## src/rtl/lab3_cache_refill_unit_if.sv

```systemverilog
// lab3_cache_refill_unit_if: miss descriptor, memory port and refill bundle of the refill unit.
// The slave modport is the refill unit; the master modport is the cache/memory side.
interface lab3_cache_refill_unit_if #(
  parameter int p_num_words = 4
);
  logic miss_val, miss_rdy, miss_dirty;
  logic [31:0] miss_addr, victim_addr;
  logic [32*p_num_words-1:0] victim_data, refill_data;
  logic memreq_val, memreq_rdy, memreq_type;
  logic [31:0] memreq_addr, memreq_data;
  logic memresp_val, memresp_rdy;
  logic [31:0] memresp_data;
  logic refill_val, refill_rdy;
  logic [31:0] refill_addr;
  modport master (
    output miss_val, miss_addr, miss_dirty, victim_addr, victim_data,
    output memreq_rdy, memresp_val, memresp_data, refill_rdy,
    input miss_rdy, memreq_val, memreq_type, memreq_addr, memreq_data,
    input memresp_rdy, refill_val, refill_data, refill_addr
  );
  modport slave (
    input miss_val, miss_addr, miss_dirty, victim_addr, victim_data,
    input memreq_rdy, memresp_val, memresp_data, refill_rdy,
    output miss_rdy, memreq_val, memreq_type, memreq_addr, memreq_data,
    output memresp_rdy, refill_val, refill_data, refill_addr
  );
endinterface

```

## src/rtl/lab3_cache_refill_unit.sv

```systemverilog
// lab3_cache_refill_unit: single-outstanding miss engine; writes back a dirty victim
// word by word, then fetches the missing line and hands it to the cache.
module lab3_cache_refill_unit #(
  parameter int p_num_words = 4
) (
  input logic clk,
  input logic reset,
  lab3_cache_refill_unit_if.slave bus
);
  localparam int cw = $clog2(p_num_words);
  localparam int ow = cw + 2;
  typedef enum logic [2:0] {IDLE, WB_REQ, WB_RESP, RD_REQ, RD_RESP, DONE} state_t;
  state_t state, state_n;
  logic [cw-1:0] cnt;
  logic [31:ow] vbase, mbase;
  logic [p_num_words-1:0][31:0] vdata, ldata;
  logic last, resp;
  assign last = cnt == cw'(p_num_words - 1);
  assign resp = bus.memresp_val && bus.memresp_rdy;
  always_comb begin
    state_n = state;
    case (state)
      IDLE:    if (bus.miss_val) state_n = bus.miss_dirty ? WB_REQ : RD_REQ;
      WB_REQ:  if (bus.memreq_rdy) state_n = WB_RESP;
      WB_RESP: if (bus.memresp_val) state_n = last ? RD_REQ : WB_REQ;
      RD_REQ:  if (bus.memreq_rdy) state_n = RD_RESP;
      RD_RESP: if (bus.memresp_val) state_n = last ? DONE : RD_REQ;
      DONE:    if (bus.refill_rdy) state_n = IDLE;
      default: state_n = IDLE;
    endcase
  end
  // All outputs decode registered state only, so no input reaches an output combinationally
  assign bus.miss_rdy = state == IDLE;
  assign bus.memreq_val = state == WB_REQ || state == RD_REQ;
  assign bus.memreq_type = state == WB_REQ;
  assign bus.memreq_addr = state == WB_REQ ? {vbase, cnt, 2'b00} :
                           state == RD_REQ ? {mbase, cnt, 2'b00} : '0;
  assign bus.memreq_data = state == WB_REQ ? vdata[cnt] : '0;
  assign bus.memresp_rdy = state == WB_RESP || state == RD_RESP;
  assign bus.refill_val = state == DONE;
  assign bus.refill_data = ldata;
  assign bus.refill_addr = {mbase, {ow{1'b0}}};
  always_ff @(posedge clk or negedge reset)
    if (!reset) begin
      state <= IDLE;
      cnt <= '0;
      vbase <= '0;
      mbase <= '0;
      vdata <= '0;
      ldata <= '0;
    end else begin
      state <= state_n;
      if (bus.miss_val && state == IDLE) begin
        cnt <= '0;
        vbase <= bus.victim_addr[31:ow];
        mbase <= bus.miss_addr[31:ow];
        vdata <= bus.victim_data;
      end
      if (resp) cnt <= last ? '0 : cnt + cw'(1);
      if (resp && state == RD_RESP) ldata[cnt] <= bus.memresp_data;
    end
endmodule

```

## src/flat_wrapper.sv

```systemverilog
// flat-port wrapper written by rule: the top's interface ports become plain ports
module lab3_cache_refill_unit_flat 
#(
  parameter int p_num_words = 4
)
  (clk, reset, bus_miss_val, bus_miss_addr, bus_miss_dirty, bus_victim_addr, bus_victim_data, bus_memreq_rdy, bus_memresp_val, bus_memresp_data, bus_refill_rdy, bus_miss_rdy, bus_memreq_val, bus_memreq_type, bus_memreq_addr, bus_memreq_data, bus_memresp_rdy, bus_refill_val, bus_refill_data, bus_refill_addr);
  lab3_cache_refill_unit_if #(.p_num_words(p_num_words)) bus_i ();
  input logic clk;
  input logic reset;
  input wire logic [$bits(bus_i.miss_val)-1:0] bus_miss_val;
  input wire logic [$bits(bus_i.miss_addr)-1:0] bus_miss_addr;
  input wire logic [$bits(bus_i.miss_dirty)-1:0] bus_miss_dirty;
  input wire logic [$bits(bus_i.victim_addr)-1:0] bus_victim_addr;
  input wire logic [$bits(bus_i.victim_data)-1:0] bus_victim_data;
  input wire logic [$bits(bus_i.memreq_rdy)-1:0] bus_memreq_rdy;
  input wire logic [$bits(bus_i.memresp_val)-1:0] bus_memresp_val;
  input wire logic [$bits(bus_i.memresp_data)-1:0] bus_memresp_data;
  input wire logic [$bits(bus_i.refill_rdy)-1:0] bus_refill_rdy;
  output wire logic [$bits(bus_i.miss_rdy)-1:0] bus_miss_rdy;
  output wire logic [$bits(bus_i.memreq_val)-1:0] bus_memreq_val;
  output wire logic [$bits(bus_i.memreq_type)-1:0] bus_memreq_type;
  output wire logic [$bits(bus_i.memreq_addr)-1:0] bus_memreq_addr;
  output wire logic [$bits(bus_i.memreq_data)-1:0] bus_memreq_data;
  output wire logic [$bits(bus_i.memresp_rdy)-1:0] bus_memresp_rdy;
  output wire logic [$bits(bus_i.refill_val)-1:0] bus_refill_val;
  output wire logic [$bits(bus_i.refill_data)-1:0] bus_refill_data;
  output wire logic [$bits(bus_i.refill_addr)-1:0] bus_refill_addr;
  assign bus_i.miss_val = bus_miss_val;
  assign bus_i.miss_addr = bus_miss_addr;
  assign bus_i.miss_dirty = bus_miss_dirty;
  assign bus_i.victim_addr = bus_victim_addr;
  assign bus_i.victim_data = bus_victim_data;
  assign bus_i.memreq_rdy = bus_memreq_rdy;
  assign bus_i.memresp_val = bus_memresp_val;
  assign bus_i.memresp_data = bus_memresp_data;
  assign bus_i.refill_rdy = bus_refill_rdy;
  assign bus_miss_rdy = bus_i.miss_rdy;
  assign bus_memreq_val = bus_i.memreq_val;
  assign bus_memreq_type = bus_i.memreq_type;
  assign bus_memreq_addr = bus_i.memreq_addr;
  assign bus_memreq_data = bus_i.memreq_data;
  assign bus_memresp_rdy = bus_i.memresp_rdy;
  assign bus_refill_val = bus_i.refill_val;
  assign bus_refill_data = bus_i.refill_data;
  assign bus_refill_addr = bus_i.refill_addr;
  lab3_cache_refill_unit #(.p_num_words(p_num_words)) u_core (.clk(clk), .reset(reset), .bus(bus_i));
endmodule
```

## config.mk

```make
export PLATFORM = sky130hd
export DESIGN_NAME = lab3_cache_refill_unit_flat
export DESIGN_NICKNAME = d
export VERILOG_FILES = /design/src/rtl/lab3_cache_refill_unit_if.sv /design/src/rtl/lab3_cache_refill_unit.sv /design/src/flat_wrapper.sv
export SDC_FILE = /design/constraint.sdc
export NUM_CORES = 1
export LEC_CHECK = 0
export CAP_MARGIN = 20
export CORE_MARGIN = 1.5
export CORE_UTILIZATION = 41
export CTS_CLUSTER_DIAMETER = 120
export CTS_CLUSTER_SIZE = 12
export DETAILED_ROUTE_END_ITERATION = 16
export PLACE_DENSITY = 0.79
export SYNTH_ARGS = -nofsm -noshare
export SYNTH_HDL_FRONTEND = slang
export SYNTH_SLANG_ARGS = --single-unit
```

## constraint.sdc

```tcl
create_clock -name clk -period 2.2 [get_ports clk]
set_clock_uncertainty 0.15 [all_clocks]
set_input_delay 0.44 -clock clk [delete_from_list [all_inputs] [get_ports clk]]
set_output_delay 0.44 -clock clk [all_outputs]
set_load 0.02 [all_outputs]
```

==> results of run 1 <==
-- worst register-to-register path, stage by stage, from the launching register on --
cell       delay (ns)
dfrtp_2          0.45
buf_8            0.16
buf_6            0.13
nor4b_4          0.27
buf_6            0.17
clkbuf_16        0.20
clkbuf_16        0.18
mux2_2           0.34
-- worst max path at each step --
stage,startpoint,to,slack (ns)
finish,u_core.cnt[0]$_DFFE_PN0P_,bus_memreq_data[12],-0.47
global route,u_core.cnt[0]$_DFFE_PN0P_,bus_memreq_data[11],-0.54
CTS,u_core.cnt[0]$_DFFE_PN0P_,bus_memreq_data[1],-0.51
detailed placement,u_core.cnt[0]$_DFFE_PN0P_,bus_memreq_data[1],-0.32
global placement,u_core.cnt[0]$_DFFE_PN0P_,bus_memreq_data[1],-0.33
floorplan,u_core.cnt[0]$_DFFE_PN0P_,bus_memreq_data[10],-0.01
-- repair_timing --
item                       CTS  global route
resized for setup          465            71
gates cloned                 6            16
setup buffers               28             8
hold buffers                 1             0
hold endpoints to repair   209             0
pin swaps                   41            15
setup endpoints to repair   70           388
-- registers in the layout (all words and copies together) (netlist names) --
| register | flops |
|---|---|
| u_core.vbase | 28 |
| u_core.state | 3 |
| u_core.cnt | 2 |
| u_core.bus.refill_data | 128 |
| u_core.mbase | 28 |
| u_core.vdata | 128 |
-- synthesized netlist by cell type (all sizes together) --
| cell type | instances |
|---|---|
| a21o | 1 |
| and2 | 1 |
| and3 | 33 |
| and3b | 1 |
| and4bb | 1 |
| buf | 47 |
| clkbuf | 15 |
| conb | 1 |
| dfrtp | 317 |
| ha | 4 |
| inv | 6 |
| mux2 | 314 |
| mux2i | 28 |
| mux4 | 32 |
| nand2 | 6 |
| nand2b | 3 |
| nor2 | 35 |
| nor3 | 1 |
| nor3b | 1 |
| nor4b | 1 |
| o21ai | 1 |
| o22ai | 1 |
| o2bb2ai | 1 |
| o311ai | 1 |
| or3b | 2 |
| xnor2 | 1 |
-- layout make-up --
type | instances | share of cell area, %
antenna | 5 | 0.0598
clock buffer | 32 | 3.62
clock inverter | 2 | 0.120
inverter | 6 | 0.143
multi-input combinational | 475 | 26.2
sequential | 317 | 37.9
tap | 435 | 2.60
timing repair buffer | 554 | 29.4
-- metal layers --
| metal | share of wire, % | track usage (%) |
|---|---|---|
| met1 | 39 | 26.1 |
| met2 | 51 | 38.9 |
| met3 | 7.3 | 6.12 |
| met4 | 3.2 | 7.51 |
| met5 | 0.033 | 0 |
-- cells by family (layout without fill, tap and decap cells) --
family	Yosys count	in the layout	share of synthesized area [%]
mux	374	374	34.0
buf+inv	68	594	2.49
flops	317	317	59.4
compound gates	5	5	0.272
other cells	1	11	0.0281
xor+xnor	1	1	0.0656
fa+ha+maj	4	4	0.375
simple gates	85	85	3.45
-- where the power goes --
part	total (mW)	switching [mW]	leakage [nW]	internal (mW)
clock	4.52	2.11	0.384	2.41
sequential	10.0	1.53	3.97	8.50
combinational	15.8	6.64	4.97	9.11
total	30.3	10.3	9.32	20.0
-- per-stage QoR --
stage	setup slack, ns	total power, mW	setup TNS (ns)	hold WS (ns)
2_1_floorplan	-0.0135	17.3	-0.271	-0.00559
3_3_place_gp	-0.328	23.2	-14.55	0.195
3_5_place_dp	-0.324	23.5	-17.71	0.200
4_1_cts	-0.511	29.8	-102.07	0.199
5_1_grt	-0.540	31.8	-23.28	0.204
6_report	-0.472	30.3	-18.48	0.194
==> metrics.txt, run 1 <==
CP delay by family, top=multiplexers; sequential share of the synthesized area=59.4%; Avg Inst Size Synth=15.6 µm²; Worst Setup Path Type=reg2out; Total GRT Usage=around 22%; Critical R2R Launch=u_core.state[1]$_DFFE_PN0P_; CP Launch Type=register; Setup violations, final=66; setup ws final=-0.472 ns; worst hold path class=in2async; drt first-iter violations=256; CTS tree=yes; I/O Buffers=roughly 450; Arrival @ worst endpoint=2.08 ns; total gr overflow=0; Max Fanout on Critical Path=8; synthesized cell area=13400 µm²; post-layout util=between 60% and 70%; fin crit period=~2.7 ns; CTS Buf Count=30; Vias/cell=between 5 and 6; multi-input logic area=about 5500 µm²; Critical path buffers and inverters=3; crit-path max cell delay=around 0.50 ns; layout cells sized above 1=45.0%; DR DRC count=0; MaxCap Viol Count=0; Syn-to-layout area delta=56.7%; post-route insts no fill=approximately 1800; leakage power=between 9 and 10 nW; global-route wire length before repair=around 58 mm; FF-to-FF End=u_core.vdata[65]$_DFFE_PN0P_; most frequent cells in the layout=367 x clkdlybuf4s50_1, 313 x dfrtp_1, 298 x mux2_2, 71 x buf_6, 51 x buf_4; register bit total from synthesis=~320; fin crit share=121%; Initial Util=around 42%; Vias=around 9200; critical-path cell list=buf_12 -> buf_12 -> mux4_2 -> and3_4 -> buf_6; slowest CP cell=mux4_2; WL/cell=about 22 µm; dpl hpwl=26.4 mm; full die area=approximately 34000 µm²; Std-Cell Rows=65; CP required=roughly 1.6 ns; # placed instances=1738; Yosys warnings=0; Final Net Count=between 1500 and 2000; # fillers=around 2300; top cell type by total area after synthesis=dfrtp_1; H-tree levels=1; Hold Violations, Final=0; Final Instance Area=about 21000 µm²; Die X=roughly 180 µm; PwrDens=1450 nW/µm²; R2R Setup Slk=0.03 ns; Synth area leaders=dfrtp_1 59%, mux2_2 26%, mux4_2 5.4%, mux2i_1 2.1%, and3_1 1.5%; vias in the first global route=10100; most common cell after layout, fill and taps aside=clkdlybuf4s50_1; antenna violations before repair=6; Max VDD drop=approximately 0.83 mV; Synth cell types=28; Synth top area share=between 50% and 60%; Sequential Area=7940 µm²; # IOs=460; Stages on worst setup path=5; FMAX=~370 MHz; height of the chip=about 180 µm; DRT Pass-1 Iters=6; Clock Tree Root=clkbuf_16; cell mode on critical path=buf_12; status=complete, but fails checks; clock sink count=~320; RSZ-0062 raised after global routing=yes; insertion delay to the later sink of the worst-skew pair=between 0.5 and 0.6 ns; Worst Reg-to-Reg Cells=7; CP endpoint kind=output pin; CTS clk-pin slew, worst paths=approximately 0.070 ns; placed inst area=approximately 19000 µm²; final wirelength=just under 40 mm; CORE AREA=approximately 32000 µm²; Routed Antenna Nets=0; Max Root-Sink Buffers=3; failing checks=setup timing; largest net degree at the start of global routing=slightly below 50; Syn Inst Count=855; Slew Limit Fails=0; routability cong.=just under 0.8
Note: power is estimated with default switching activity, not from simulation.
==> inputs of run 2 (changes only) <==
GPL_ROUTABILITY_DRIVEN = 0   (was default)
REMOVE_ABC_BUFFERS = 1   (was default)
==> run 2 against run 1 <==
The flow still finishes with violations (setup timing). Sequential share of layout area is 0.68 points higher. Combinational power about the same. Cell count shrank 1.6%. Non-clock buffer count down 25. Worst hold slack improved by 0.067 ns. Die area did not move. Fmax fell by 1.7%. Utilization fell by 1.2 points. First-iteration DRC count decreased by 2.0%. Highest routed layer unchanged.
==> metrics.txt, run 2 (synthesized netlist as in run 1, its figures left out) <==
dpl hpwl=26.8 mm; full die area=approximately 34000 µm²; Hold Violations, Final=0; fin crit share=124%; Std-Cell Rows=65; Worst Reg-to-Reg Cells=6; most common cell after layout, fill and taps aside=clkdlybuf4s50_1; Critical R2R Launch=u_core.state[2]$_DFFE_PN0P_; Worst Setup Path Type=reg2out; RSZ-0062 raised after global routing=yes; worst hold path class=in2async; Total GRT Usage=a little under a quarter; most frequent cells in the layout=340 x clkdlybuf4s50_1, 314 x mux2_2, 314 x dfrtp_1, 70 x buf_6, 43 x buf_4; DR DRC count=0; drt first-iter violations=251; largest net degree at the start of global routing=56; H-tree levels=1; Syn-to-layout area delta=53.9%; # IOs=between 400 and 500; FMAX=about 370 MHz; CP Launch Type=register; PwrDens=1460 nW/µm²; Vias=9152; total gr overflow=0; Initial Util=roughly 42%; CTS tree=yes; Max-slew headroom=around 64%; Max Fanout on Critical Path=6; failing checks=setup timing; setup ws final=-0.517 ns; Clock Tree Root=clkbuf_16; post-layout util=between 60% and 70%; Max VDD drop=around 0.92 mV; CP required=~1.6 ns; FF-to-FF End=u_core.vdata[14]$_DFFE_PN0P_; # fillers=2225; leakage power=roughly 9.4 nW; CTS Buf Count=30; hold_ws=0.262 ns; insertion delay to the later sink of the worst-skew pair=0.58 ns; Max Root-Sink Buffers=3; CP endpoint kind=output pin; vias in the first global route=a little over 10000; Final Net Count=1594; fin crit period=approximately 2.7 ns; Die X=between 150 and 200 µm; height of the chip=around 180 µm; status=complete, but fails checks; Routed Antenna Nets=0; CORE AREA=~32000 µm²; Met2 Wirelength=about 19 mm; R2R Setup Slk=around 0.040 ns; metal3 WL=approximately 3.9 mm; MaxCap Viol Count=0; I/O Buffers=between 400 and 500; clock sink count=~320; final wirelength=slightly below 40 mm; DRT Pass-1 Iters=4; Slew Limit Fails=0; Top Layer Used=met5; Vias/cell=5.09; Post-Route M1 WL=roughly 15 mm; CTS clk-pin slew, worst paths=about 0.07 ns; layout cells sized above 1=45.1%; Setup violations, final=65; WL/cell=around 22 µm; measured slew at the worst slew-check pin=0.538 ns; antenna violations before repair=2; Arrival @ worst endpoint=2.13 ns; global-route wire length before repair=between 50 and 60 mm
[run 2: cell count changes in the layout (fill, tap and decap cells not counted), moves of 9 or more]
cell	delta
clkbuf_16	-10
mux2i_2	+9
mux2_4	-16
nor2_1	-9
mux2_2	+16
clkdlybuf4s50_1	-27
dlymetal6s2s_1	+26
mux2i_1	-12
[run 2: report_power, final]
part	switching (mW)	internal (mW)	leakage [nW]
sequential	1.60	8.50	3.97
combinational	6.70	8.77	5.03
clock	2.14	2.41	0.383
[run 2: repair_timing]
item	4_1_cts	5_1_grt
setup endpoints to repair	72	95
gates resized for setup	451	110
gates cloned	6	2
pin swaps	15	8
buffers inserted	14	8
hold endpoints to repair	45	0
hold buffers	1	0
[run 2: routing by layer]
metal	up-vias	global-route usage [%]
li1	4067	-
met1	4665	27.2
met2	347	39.1
met3	71	9.03
met4	2	7.15
met5	-	0
[run 2: final cells by class]
type,instances,area [µm²],area share (%)
Antenna cell,1,2.50,0.0122
Tap cell,435,544,2.65
Clock inverter,2,25.0,0.122
Multi-Input combinational cell,475,5500,26.8
Inverter,6,27.5,0.134
Timing Repair Buffer,529,5760,28.0
Sequential cell,317,7940,38.6
Clock buffer,32,758,3.69
[run 2: through the flow]
stage          instances  TNS (ns)  power [mW]  setup slack [ns]  cell area, µm²
3_3_place_gp        1735    -32.11        23.3            -0.339           18800
4_1_cts             1790    -21.75        29.6            -0.596           20200
5_1_grt             1797    -25.77        31.6            -0.590           20600
6_report            1797    -20.71        30.1            -0.517           20600
3_5_place_dp        1735    -31.92        23.6            -0.347           18800
2_1_floorplan        798  -1222.09        17.2             -5.65           13100
[run 2: worst max-delay path, stage by stage (launching register included)]
cell and delay, ns:
dfrtp_2 0.42, buf_12 0.17, buf_12 0.13, mux4_2 0.50, and3_4 0.20, buf_6 0.12
[run 2: worst max path at each step]
stage | from | to | slack [ns]
after floorplan | u_core.state[1]$_DFFE_PN0P_ | u_core.mbase[10]$_DFFE_PN0P_ | -5.65
after global placement | u_core.cnt[0]$_DFFE_PN0P_ | bus_memreq_data[19] | -0.34
after detailed placement | u_core.cnt[0]$_DFFE_PN0P_ | bus_memreq_data[14] | -0.35
after CTS | u_core.cnt[0]$_DFFE_PN0P_ | bus_memreq_data[2] | -0.60
after global routing | u_core.cnt[0]$_DFFE_PN0P_ | bus_memreq_data[24] | -0.59
final | u_core.cnt[0]$_DFFE_PN0P_ | bus_memreq_data[24] | -0.52
